## src/rtl/fetch_stage_pkg.sv

```systemverilog
// Shared control encodings for the fetch stage and the decoder.
//   npc_op_e      : next-PC select driven by control for the ID instruction
//   RESET_PC      : PC value loaded by reset
//   ifid_t        : IF/ID pipeline register contents
//   branch_offset : sign-extended, word-scaled branch displacement
package fetch_stage_pkg;

   typedef enum logic [1:0] {
      NPC_PLUS4  = 2'b00,
      NPC_BRANCH = 2'b01,
      NPC_JUMP   = 2'b10,
      NPC_REG    = 2'b11
   } npc_op_e;

   localparam logic [31:0] RESET_PC = 32'h0000_3000;
   localparam logic [31:0] NOP_INSTR = 32'h0000_0000;

   typedef struct packed {
      logic [31:0] instr;
      logic [31:0] pc4;
      logic        valid;
   } ifid_t;

   localparam ifid_t IFID_BUBBLE = '{instr: NOP_INSTR, pc4: 32'h0, valid: 1'b0};

   function automatic logic [31:0] branch_offset(input logic [15:0] imm);
      return {{14{imm[15]}}, imm, 2'b00};
   endfunction

endpackage

```

## src/rtl/fetch_stage_npc_sel.sv

```systemverilog
// Combinational next-PC mux and target arithmetic.
//   pc_i           : current PC
//   id_pc4_i       : PC+4 of the instruction in ID
//   id_instr_idx_i : low 26 bits of the ID instruction (jump index / branch imm)
//   npc_op_i       : next-PC select
//   jr_word_i      : register jump target, word address bits [31:2]
//   pc_plus4_o     : pc_i + 4 (sequential fetch)
//   npc_o          : selected next PC
// All arithmetic wraps modulo 2^32.
module npc_sel
   import fetch_stage_pkg::*;
(
   input  logic [31:0] pc_i,
   input  logic [31:0] id_pc4_i,
   input  logic [25:0] id_instr_idx_i,
   input  npc_op_e     npc_op_i,
   input  logic [29:0] jr_word_i,
   output logic [31:0] pc_plus4_o,
   output logic [31:0] npc_o
);

   logic [31:0] branch_tgt;
   logic [31:0] jump_tgt;

   assign pc_plus4_o = pc_i + 32'd4;
   assign branch_tgt = id_pc4_i + branch_offset(id_instr_idx_i[15:0]);
   // Jumps stay inside the 256 MB region of the delay-slot-free ID PC+4.
   assign jump_tgt   = {id_pc4_i[31:28], id_instr_idx_i, 2'b00};

   always_comb begin
      npc_o = pc_plus4_o;
      case (npc_op_i)
         NPC_PLUS4:  npc_o = pc_plus4_o;
         NPC_BRANCH: npc_o = branch_tgt;
         NPC_JUMP:   npc_o = jump_tgt;
         NPC_REG:    npc_o = {jr_word_i, 2'b00};
         default:    npc_o = pc_plus4_o;
      endcase
   end

endmodule

```

## src/rtl/fetch_stage.sv

```systemverilog
// Instruction-fetch stage: PC register, instruction-memory address, IF/ID
// pipeline register and redirect/stall priority. No branch delay slot; a
// taken redirect flushes the wrong-path fetch into a bubble.
//   clk         : rising-edge clock
//   rstn        : synchronous active-low reset
//   stall       : load-use hold, freezes PC and IF/ID
//   npc_op      : next-PC select for the instruction in ID
//   jr_target   : forwarded rs value for jr/jalr
//   im_dout     : instruction word at im_addr (asynchronous read)
//   im_addr     : current PC
//   id_instr    : IF/ID instruction
//   id_pc4      : IF/ID PC+4 (also the link value)
//   id_valid    : IF/ID holds a real instruction
//   jr_misalign : one-cycle pulse on a REG redirect with nonzero target[1:0]
module fetch_stage
   import fetch_stage_pkg::*;
(
   input  logic        clk,
   input  logic        rstn,
   input  logic        stall,
   input  logic [1:0]  npc_op,
   input  logic [31:0] jr_target,
   input  logic [31:0] im_dout,
   output logic [31:0] im_addr,
   output logic [31:0] id_instr,
   output logic [31:0] id_pc4,
   output logic        id_valid,
   output logic        jr_misalign
);

   logic [31:0] pc_q, pc_d;
   ifid_t       ifid_q, ifid_d;
   logic        jr_mis_q, jr_mis_d;

   npc_op_e     op;
   logic        redirect;
   logic [31:0] pc_plus4;
   logic [31:0] npc;

   assign op = npc_op_e'(npc_op);
   // Bubbles carry a don't-care npc_op, so only a valid ID instruction redirects.
   assign redirect = ifid_q.valid & (op != NPC_PLUS4) & ~stall;

   npc_sel u_npc_sel (
      .pc_i           (pc_q),
      .id_pc4_i       (ifid_q.pc4),
      .id_instr_idx_i (ifid_q.instr[25:0]),
      .npc_op_i       (op),
      .jr_word_i      (jr_target[31:2]),
      .pc_plus4_o     (pc_plus4),
      .npc_o          (npc)
   );

   always_comb begin
      pc_d     = pc_q;
      ifid_d   = ifid_q;
      jr_mis_d = 1'b0;
      if (stall) begin
         pc_d   = pc_q;
         ifid_d = ifid_q;
      end else if (redirect) begin
         pc_d     = npc;
         ifid_d   = IFID_BUBBLE;
         jr_mis_d = (op == NPC_REG) & (jr_target[1:0] != 2'b00);
      end else begin
         pc_d         = pc_plus4;
         ifid_d.instr = im_dout;
         ifid_d.pc4   = pc_plus4;
         ifid_d.valid = 1'b1;
      end
   end

   always_ff @(posedge clk) begin
      if (!rstn) begin
         pc_q     <= RESET_PC;
         ifid_q   <= IFID_BUBBLE;
         jr_mis_q <= 1'b0;
      end else begin
         pc_q     <= pc_d;
         ifid_q   <= ifid_d;
         jr_mis_q <= jr_mis_d;
      end
   end

   assign im_addr     = pc_q;
   assign id_instr    = ifid_q.instr;
   assign id_pc4      = ifid_q.pc4;
   assign id_valid    = ifid_q.valid;
   assign jr_misalign = jr_mis_q;

endmodule

```

## config.mk

```make
export PLATFORM = sky130hd
export DESIGN_NAME = fetch_stage
export DESIGN_NICKNAME = d
export VERILOG_FILES = /design/src/rtl/fetch_stage_pkg.sv /design/src/rtl/fetch_stage_npc_sel.sv /design/src/rtl/fetch_stage.sv
export SDC_FILE = /design/constraint.sdc
export NUM_CORES = 1
export LEC_CHECK = 0
export CAP_MARGIN = 10
export CORE_MARGIN = 4
export CORE_UTILIZATION = 50
export DETAILED_ROUTE_END_ITERATION = 10
export PLACE_DENSITY = 0.8
export SYNTH_ARGS = -nofsm -noshare
export SYNTH_HDL_FRONTEND = slang
export SYNTH_SLANG_ARGS = --single-unit
```

## constraint.sdc

```tcl
create_clock -name clk -period 3.69 [get_ports clk]
set_clock_uncertainty 0.05 [all_clocks]
set_input_delay 0.5535 -clock clk [delete_from_list [all_inputs] [get_ports clk]]
set_output_delay 0.5535 -clock clk [all_outputs]
set_load 0.005 [all_outputs]
```

# == Yosys cells after proc, flatten, opt, wreduce, memory -nomap -nowiden ==
# Cells that the tools add are included.
# totals
regBits,98
inputBits,69
out_inout_bits,98
word_cells,23
# op_classes
n_addsub,2
eq_ne,3
n_mux,3
n_bitwise,6
reduce_logical,4
# ops
operator,count
one-hot mux 32 bit (4 select lines),1
2-to-1 mux 65 bit,1
adder 32 x 3 -> 32 bit (second input constant),1
adder 32 bit,1
2-to-1 mux 32 bit,1
equality test 2 bit (second input constant),2
nonzero test 2 bit,2
bitwise AND 1 bit,3
NOT 1 bit,3
OR reduction 3 bit,1
equality test 2 x 1 -> 1 bit (second input constant),1
zero test 2 bit,1

# == Depth between registers and ports, before layout ==
# depth
depth_word,5
mapped_depth,11
depth_no_buf,11

# == Cells and area by module ==
# A second synthesis with hierarchy kept.
# hier_totals
hier_cells,924
hier_area_um2,7188.1
# modules_own_cells
mod,n_inst,cells_per_inst,area_each_um2,seq_area_each_um2
fetch_stage,1,530,4175.3,1961.9
npc_sel,1,394,3012.9,0.0

# == Worst setup path after synthesis ==
# No wires, ideal clock.
# synth_timing
path_kind,reg2reg
startpoint,"register ifid_q, in the netlist id_instr[0]"
endpoint,"register pc_q[24], in the netlist im_addr[24]"
setup_ps,87
arrival_ps,2436
required_ps,3553
slack_ps,1117
path_stages_with_launch,12
n_path_buf,0
synth_period_minus_slack_ps,2573
path_cell_list,dfxtp_1 ha_1 inv_1 fa_1 nand2b_1 a21oi_1 o21ai_1 o21bai_1 a31oi_1 o41ai_1 xnor2_1 o31ai_1
# synth_between
elab_chain_cells,3
# synth_lines
item,line,rtl
from (decl),fetch_stage.sv:32,"ifid_t ifid_q, ifid_d;"
from (signal assigned),fetch_stage.sv:80,ifid_q <= ifid_d;
adder 32 bit,fetch_stage_npc_sel.sv:26,assign branch_tgt = id_pc4_i + branch_offset(id_instr_idx_i[15:0]);
one-hot mux 32 bit (4 select lines),fetch_stage_npc_sel.sv:32,case (npc_op_i)
2-to-1 mux 32 bit,fetch_stage.sv:61,end else if (redirect) begin
to (signal assigned),fetch_stage.sv:79,pc_q <= pc_d;
to (decl),fetch_stage.sv:31,"logic [31:0] pc_q, pc_d;"
# Every way passes these cells.
# A chain may end at the register's enable or synchronous reset.

# == Final worst setup path ==
# layout_timing
startpoint,"register ifid_q, in the netlist id_instr[4]"
endpoint,"register pc_q[25], in the netlist im_addr[25]"
# The elaborated chain is that of the path after synthesis.

==> metrics.md <==
| Metric | Value |
|---|---|
| GRT Total Usage | `29.8%` |
| Vias per inst | `6.00` |
| Area leader, netlist | `dfxtp_1` |
| Worst Setup SP | `id_instr[4]` |
| Synthesized instance count | `869` |
| Fin crit share | `84.1%` |
| Final Hold Viols | `0` |
| Clk Latency, worst-skew pair | `350 ps` |
| Met2 Routed Length | `9.85 mm` |
| Hold_sp | `id_instr[30]` |
| Critical Path Source Type | `register` |
| Synthesis Warnings | `0` |
| Crit path arrival time | `3350 ps` |
| CP Data Required Time | `3930 ps` |
| Mapped cell area | `6540 um2` |
| CTS resizes | `0` |
| Inserted Clock Buffers | `9` |
| Post-DP HPWL | `16.2 mm` |
| Vias | `7066` |
| Placed inst area | `8290 um2` |
| Highest routed layer | `met4` |
| DRT iter0 DRCs | `697` |
| Residual DRC | `0` |
| Routability-driven placement congestion ratio | `0.978` |
| Peak supply drop | `305 uV` |
| Maximum root-to-sink buffer count | `2` |
| Die area | `15000 um2` |
| CTS Sinks | `98` |
| Synth Register Bits | `98` |
| Post-Syn Nets | `969` |
| Asr flop ratio synth | `0%` |
| Core footprint | `12700 um2` |
| Worst Setup End Kind | `register` |
| Max Freq | `322 MHz` |
| First-pass GRT wire length | `35.4 mm` |
| Final ANT Viol Nets | `0` |
| # fillers | `1162` |
| Finished Cell Area | `8600 um2` |
| Slew Viols, Final | `0` |
| Die boundary width | `122 um` |
| Synthesized-area fraction occupied by adder cells | `6.04%` |
| ANT cells | `0` |
| Setup_tns | `0 ps` |
| Pin count of the biggest net entering global routing | `92` |
| Tightest Hold Check Type | `register to register` |
| H-Tree Depth | `3` |
| Vias in the first global route | `6712` |
| Simple-Gate Fraction of Synth Area | `23.4%` |
| Placement Setup Slack | `716 ps` |
| Avg WL per Cell | `18.9 um` |
| Yosys cell types | `61` |
| FF-to-FF path depth | `9` |
| Starting Density | `51.4%` |
| CTS tree | `yes` |
| Clock Pin Slew Worst Setup and Hold Paths | `70 ps` |
| Largest family of logic cells by synthesized area | `compound AO/OA/AOI/OAI gates` |
| Register area | `1960 um2` |
| Routed Wire Length | `22.2 mm` |
| Final setup margin | `588 ps` |
| Average size of a mapped cell | `7.53 um2` |
| Final setup vio count | `0` |
| Met1 WL | `9.51 mm` |
| Antenna violations before repair | `0` |
| Crit path max fanout | `5` |
| Yosys top cell area share | `30.0%` |
| Row count | `41` |
| Primary FF master, synth | `dfxtp_1` |
| Fin nets | `1102` |
| Root buf cell | `clkbuf_16` |
| P&R area growth vs syn | `31.4%` |
| Crit path kind | `register to register` |
| P per Cell Area | `320 nW/um2` |
| Static Leak | `3.22 nW` |
| Io pins | `167` |
| GR Overflow Total | `0` |
| Max_cap viols | `0` |
| # hold bufs at CTS | `0` |
| Postcts setup bufs | `0` |
| Largest cells by area after synthesis | `dfxtp_1, a21oi_1, nand2_1` |
| Reg-to-Reg Start | `id_instr[4]` |
| Sequential element share of the synthesized area | `30.0%` |
| Worst Setup EP | `im_addr[25]` |
| Synth top cells by count | `nand2_1, a21oi_1, dfxtp_1` |
| Post-synthesis mux area share | `4.40%` |
| Iteration count of the initial detailed-routing pass | `6` |
| Least-Margin Pin Slew | `977 ps` |
| RSZ-0062 raised after global routing | `no` |
| Synth Area in XOR/XNOR | `6.56%` |
| Fin Hold WS | `411 ps` |
| FF-to-FF End | `im_addr[25]` |
| Input/output buffers | `166` |
| Number of synthesized flops with an enable pin | `0` |
| Chip height | `122 um` |
| Status | `finished, final reports clean` |
| Power Total | `2.75 mW` |
| Slew headroom | `34.8%` |
| Share of layout cells above drive strength 1 | `6.37%` |
| Synth Area in Compound Gates | `24.8%` |
| Metal3 WL | `2.59 mm` |
| Multi-input gate area in the final layout | `4280 um2` |
| Count leader, synth | `nand2_1` |
| Post-layout min period | `3100 ps` |
| R2r setup slk | `590 ps` |
power breakdown:
group	internal, mW	switching [mW]
Combinational	0.280	0.284
Clock	0.605	0.409
Sequential	1.11	0.0687
worst min path at each step:
| stage | cells after the start | slack [ps] | end |
|---|---|---|---|
| CTS | 2 | 410 | id_instr[27] |
| finish | 2 | 410 | id_instr[30] |
| global placement | 2 | 400 | id_instr[28] |
| detailed placement | 2 | 400 | id_instr[27] |
| global route | 2 | 430 | id_instr[30] |
| floorplan | 2 | 410 | id_instr[26] |
worst max-delay path, cell delays in order (launching register included):
cell and delay (ps):
dfxtp_1 340, ha_1 390, nand3_1 100, nor2_1 250
o32ai_1 220, nor3_1 520, o21bai_1 200, o31a_1 380
or4b_1 500, nand3_1 100
registers in the layout, indices dropped and copies added (netlist names):
signal	cells
id_instr	32
id_pc4	32
im_addr	32
id_valid	1
jr_misalign	1
cell type report:
class	count	share of cell area, %
clock buffers	11	2.82
well taps	172	2.50
clock inverters	3	0.757
repair buffers	181	20.5
inverters	18	0.786
multi-input cells	694	49.8
flip-flops and latches	98	22.8
per-stage QoR:
stage               cells  util, %
floorplan             869        -
global placement     1163     65.2
detailed placement   1163     65.2
CTS                  1177     67.6
global route         1177     67.6
finish               1177     67.6
logic make-up after synthesis:
| logic type | after synthesis |
|---|---|
| mux | 26 |
| fa+ha+maj | 31 |
| simple gates | 327 |
| compound gates | 261 |
| buf+inv | 77 |
| flops | 98 |
| xor+xnor | 49 |
metal layers:
metal / track usage, % / vias up
met2: 45.9 / 348
met1: 41.2 / 3293
met4: 6.37 / 0
met5: 0 / -
li1: - / 3404
met3: 9.12 / 21
placed cells by master, fill, tap and decap left out, types with 6 or more instances in the layout:
cell	instances
a21o_1	7
a21oi_1	101
a221oi_1	8
a22oi_1	27
a31oi_1	15
and3_1	10
buf_4	15
clkbuf_16	9
clkdlybuf4s50_1	164
dfxtp_1	98
ha_1	30
inv_1	16
mux2_2	22
nand2_1	111
nand2b_1	8
nand3_1	60
nand4_1	11
nor2_1	79
nor2b_1	7
nor3_1	19
o211ai_1	6
o21a_1	7
o21ai_0	44
o21bai_1	7
o221ai_1	8
xnor2_1	35
xor2_1	14
Power figures use the tool's default switching activity.
==> RTL edit 1, RTL diff (config.mk and constraints unchanged) <==
Add an input register stage for `jr_target`; this delays it by one clock. The other inputs are not delayed to match.
--- a/src/rtl/fetch_stage.sv
+++ b/src/rtl/fetch_stage.sv
@@ -28,6 +28,12 @@
    output logic        jr_misalign
 );
 
+   logic [31:0] jr_target_q;
+
+   always_ff @(posedge clk) begin
+      jr_target_q <= jr_target;
+   end
+
    logic [31:0] pc_q, pc_d;
    ifid_t       ifid_q, ifid_d;
    logic        jr_mis_q, jr_mis_d;
@@ -46,7 +52,7 @@
       .id_pc4_i       (ifid_q.pc4),
       .id_instr_idx_i (ifid_q.instr[25:0]),
       .npc_op_i       (op),
-      .jr_word_i      (jr_target[31:2]),
+      .jr_word_i      (jr_target_q[31:2]),
       .pc_plus4_o     (pc_plus4),
       .npc_o          (npc)
    );
@@ -61,7 +67,7 @@
       end else if (redirect) begin
          pc_d     = npc;
          ifid_d   = IFID_BUBBLE;
-         jr_mis_d = (op == NPC_REG) & (jr_target[1:0] != 2'b00);
+         jr_mis_d = (op == NPC_REG) & (jr_target_q[1:0] != 2'b00);
       end else begin
          pc_d         = pc_plus4;
          ifid_d.instr = im_dout;
Check against the original RTL: not equivalent (Yosys sat finds a counterexample within 4 cycles, from zero or initial values and one cycle with rstn low).
==> RTL edit 1 against the original RTL <==
First-iteration DRC count is 38% higher; power is 41% higher; sequential share of layout area is 3.4 points higher; worst setup slack worse by 34 ps; area after synthesis is 15% higher; cell count is 9.3% higher; cell area is 15% higher; utilization is 0.19 points higher; wire length is 6.4% higher; die area is 14% higher; sequential cell count is 32 higher; largest cell class unchanged.
==> RTL edit 1: results (changes against the original RTL) <==
routed vias/inst = 5.89 (was 6.00)
P_int = 2.85 mW (was 1.99 mW)
Worst Min Path Start = im_addr[0]$_SDFFE_PN0P_ (was id_instr[30]$_SDFFE_PN0N_)
GRT Total Usage = 27.1% (was 29.8%)
nets = 1189 (was 1102)
sequential area share after synthesis = 34.5% (was 30.0%)
CTS buffer count = 17 (was 9)
Post-Place Cells = 1254 (was 1163)
Post-DP HPWL = 17000 um (was 16200 um)
synth top area cells = dfxtp_1 (35%), nand2_1 (7.2%), o21ai_0 (5.4%) (was dfxtp_1 (30%), a21oi_1 (7.7%), nand2_1 (6.4%))
Fill cells = 1244 (was 1162)
drt initial violations = 960 (was 697)
crit-path leading delay family = compound AO/OA/AOI/OAI gates (was simple AND/OR/NAND/NOR gates)
syn nets = 1039 (was 969)
R2R Path Start = id_instr[0]$_SDFFE_PN0N_ (was id_instr[4]$_SDFFE_PN0N_)
Cell variety after synth = 73 (was 61)
run status = completed (unchanged)
hold endpoint = im_addr[0]$_SDFFE_PN0P_ (was id_instr[30]$_SDFFE_PN0N_)
Pleak = 3.88 nW (was 3.22 nW)
Critical path origin = id_instr[0]$_SDFFE_PN0N_ (was id_instr[4]$_SDFFE_PN0N_)
Worst path max stage delay = 400 ps (was 520 ps)
worst-path fanout max = 4 (was 5)
Slew HR = 52.0% (was 34.8%)
number of global-route vias before repair = 6936 (was 6712)
top post-synthesis cells by count = nand2_1 (145), dfxtp_1 (130), o21ai_0 (81) (was nand2_1 (111), a21oi_1 (101), dfxtp_1 (98))
clk_lat worst skew = 430 ps (was 350 ps)
largest net degree at the start of global routing = 58 (was 92)
Critical Path AT = 3420 ps (was 3350 ps)
layout cell share with drive strength beyond 1 = 8.44% (was 6.37%)
r2r endpoint = im_addr[30]$_SDFFE_PN0N_ (was im_addr[25]$_SDFFE_PN0N_)
DR vias = 7573 (was 7066)
R2R setup slack = 550 ps (was 590 ps)
first-pass GRT wire length = 36300 um (was 35400 um)
Worst Reg-to-Reg Cells = 11 (was 9)
CTS clk-pin slew, worst paths = 70 ps (about the same)
GP Congestion = 0.939 (was 0.978)
Post-CTS Setup Bufs = 0 (unchanged)
post-synthesis cell count = 939 (was 869)
Peak supply drop = 0.355 mV (was 0.305 mV)
slowest CP cell = fa_1 (was nor3_1)
WL final = 23600 um (was 22200 um)
htree depth = 4 (was 3)
-- RTL edit 1: worst max path at each step --
stage,slack (ps),end,cells past startpoint
2_1_floorplan,980,im_addr[31]$_SDFFE_PN0N_,9
3_3_place_gp,730,im_addr[30]$_SDFFE_PN0N_,11
3_5_place_dp,650,im_addr[30]$_SDFFE_PN0N_,11
4_1_cts,590,im_addr[30]$_SDFFE_PN0N_,11
5_1_grt,180,im_addr[28]$_SDFFE_PN0N_,11
6_report,550,im_addr[30]$_SDFFE_PN0N_,11
-- RTL edit 1: layout make-up --
class | count | share of cell area (%)
clock buffer | 18 | 4.42
sequential | 130 | 26.2
clock inverter | 14 | 1.80
timing repair buffer | 187 | 18.2
inverter | 19 | 0.719
tap | 184 | 2.32
multi-input combinational | 734 | 46.3
-- RTL edit 1: power groups by stage --
stage               sequential [mW]  clock (mW)  combinational, mW
finish                         1.53        1.78              0.573
global route                   1.54        1.85              0.623
CTS                            1.53        1.79              0.569
detailed placement             1.56           0              0.565
global placement               1.56           0              0.559
floorplan                      1.55           0              0.304
-- RTL edit 1: stage by stage --
| stage | instance area, um^2 | total power, mW | setup slack [ps] | hold WS (ps) | util (%) |
|---|---|---|---|---|---|
| floorplan | 7530 | 1.86 | 978 | 421 | - |
| global placement | 9310 | 2.12 | 735 | 417 | 63.6 |
| detailed placement | 9310 | 2.13 | 649 | 435 | 63.6 |
| CTS | 9930 | 3.90 | 588 | 444 | 67.8 |
| global route | 9930 | 4.01 | 182 | 472 | 67.8 |
| finish | 9930 | 3.89 | 554 | 443 | 67.8 |
-- RTL edit 1: per-layer routing --
| metal | share of wire [%] | track usage [%] |
|---|---|---|
| met1 | 44 | 36.0 |
| met2 | 46 | 43.5 |
| met3 | 8.3 | 6.83 |
| met4 | 2.1 | 8.53 |
| met5 | 0 | 0 |
-- RTL edit 1: cell families after synthesis --
kind of cell	after synthesis	share of synthesized area [%]
simple gates	361	23.6
mux	29	4.25
xor+xnor	44	5.11
flops	130	34.5
fa+ha+maj	31	5.25
compound gates	269	22.7
buf+inv	75	4.60
-- RTL edit 1: worst min-delay path, stage by stage (launching register included) --
cell      delay (ps)
dfxtp_1          330
nand2_1           50
a21boi_0          60
==> RTL edit 2, RTL diff (same settings) <==
Without the edit above. Reset style: asynchronous (`rstn`), changed in one clocked block. Comments in the files are not updated.
--- a/src/rtl/fetch_stage.sv
+++ b/src/rtl/fetch_stage.sv
@@ -70,7 +70,7 @@
       end
    end
 
-   always_ff @(posedge clk) begin
+   always_ff @(posedge clk or negedge rstn) begin
       if (!rstn) begin
          pc_q     <= RESET_PC;
          ifid_q   <= IFID_BUBBLE;
Check against the original RTL: differs if rstn is asserted again (counterexample within 4 cycles, from zero or initial values and one cycle with rstn low); with rstn held inactive, the same outputs for 4 cycles.
==> RTL edit 2 against the original RTL <==
Sequential cell count is the same; area after synthesis grew 5.1%; critical endpoint is now im_addr[26]$_DFFE_PN0N_; via count is essentially flat; synthesized cell count shrank 3.3%; cell area grew 4.7%; wire length grew 1.3%; worst setup slack gained 190 ps.
Power is not compared: it rests on default switching activity, and its combinational part moved more than twofold at a synthesized area within 25%.
==> RTL edit 2: results (changes against the original RTL) <==
run status = completed (unchanged)
final hold slack = 242 ps (was 411 ps)
worst-path fanout max = 4 (was 5)
synthesized cell area = 0.00688 mm^2 (was 0.00654 mm^2)
adder-cell share of the synthesized area = 5.75% (was 6.04%)
slowest CP cell = or4b_1 (was nor3_1)
r2r endpoint = im_addr[26]$_DFFE_PN0N_ (was im_addr[25]$_SDFFE_PN0N_)
number of global-route vias before repair = 6761 (was 6712)
buffer share of cell area = 19.6% (was 20.5%)
Place WS = 832 ps (was 716 ps)
dpl cell area = 0.00867 mm^2 (was 0.00829 mm^2)
Post-Synth XOR/XNOR Area = 6.37% (was 6.56%)
ClkCell Share = 3.76% (was 3.58%)
top post-synthesis cells by count = nand2_1 (156), dfrtp_1 (96), o21ai_0 (93) (was nand2_1 (111), a21oi_1 (101), dfxtp_1 (98))
Routed wire per std cell = 19.4 um (was 18.9 um)
syn nets = 940 (was 969)
Post-DP HPWL = 16200 um (about the same)
Fill cells = 1150 (was 1162)
prevailing post-synth register cell = dfrtp_1 (was dfxtp_1)
post-synthesis cell count = 840 (was 869)
R2R Path Start = id_instr[0]$_DFFE_PN0N_ (was id_instr[4]$_SDFFE_PN0N_)
Slew @ Worst Pin = 913 ps (was 977 ps)
post-synthesis compound-gate area fraction = 23.1% (was 24.8%)
GRT Total Usage = 28.3% (was 29.8%)
clkbuf count = 12 (was 11)
layout cell share with drive strength beyond 1 = 6.10% (was 6.37%)
drt initial violations = 684 (was 697)
ys async rst share = 100% (was 0%)
Cell variety after synth = 73 (was 61)
Worst Reg-to-Reg Cells = 11 (was 9)
synth top area cells = dfrtp_1 (35%), nand2_1 (8.5%), o21ai_0 (6.8%) (was dfxtp_1 (30%), a21oi_1 (7.7%), nand2_1 (6.4%))
routed vias/inst = 6.09 (was 6.00)
Non-Filler Instances = 1160 (was 1177)
bufs w/o clock = 179 (was 181)
Critical Path AT = 3150 ps (was 3350 ps)
register area = 0.00245 mm^2 (was 0.00196 mm^2)
clk_lat worst skew = 350 ps (about the same)
multi-input combinational cell count = 677 (was 694)
first-pass GRT wire length = 36300 um (was 35400 um)
GP Congestion = 0.949 (was 0.978)
fraction of synthesized area in multiplexers = 4.40% (about the same)
R2R setup slack = 780 ps (was 590 ps)
largest net degree at the start of global routing = 85 (was 92)
non-clock inverter instance count of the final layout = 14 (was 18)
Worst Hold Class = in2async (was reg2reg)
Post-Place Cells = 1144 (was 1163)
sequential area share after synthesis = 35.7% (was 30.0%)
crit-path leading delay family = compound AO/OA/AOI/OAI gates (was simple AND/OR/NAND/NOR gates)
## RTL edit 2: worst max-delay path by stage
stage	startpoint	to	slack, ps	cells after the start
floorplan	id_instr[15]$_DFFE_PN0N_	im_addr[31]$_DFFE_PN0N_	970	10
global placement	id_instr[0]$_DFFE_PN0N_	im_addr[26]$_DFFE_PN0N_	880	11
detailed placement	id_instr[0]$_DFFE_PN0N_	im_addr[26]$_DFFE_PN0N_	830	11
CTS	id_instr[0]$_DFFE_PN0N_	im_addr[26]$_DFFE_PN0N_	800	11
global route	id_instr[0]$_DFFE_PN0N_	im_addr[26]$_DFFE_PN0N_	590	11
finish	id_instr[0]$_DFFE_PN0N_	im_addr[26]$_DFFE_PN0N_	780	11
## RTL edit 2: worst register-to-register path, stage by stage (launching register included)
cell and delay, ps:
dfrtp_1 400, ha_1 190, inv_1 50, fa_1 380
nand2b_1 180, a21o_1 230, a21oi_2 200, o21ai_1 120
o21ai_0 280, a21oi_1 130, or4b_1 530, nand3_1 100
## RTL edit 2: cells by family (layout without fill, tap and decap cells)
logic type	after synthesis	after routing
mux	29	29
simple gates	310	310
compound gates	257	257
fa+ha+maj	31	31
xor+xnor	50	50
flops	98	98
buf+inv	65	209
## RTL edit 2: report_power, final
part           internal (mW)  total, mW  switching, mW
Clock                  0.649       1.07          0.425
Combinational          0.944       1.87          0.930
Sequential              1.29       1.63          0.333
## RTL edit 2: routing by layer
layer  track usage, %  up-vias  routed length, um
met2             42.5      371               9970
li1                 -     3290                  -
met4             10.3        0                708
met3             7.46       53               2130
met5                0        -                  0
met1             39.6     3347               9710
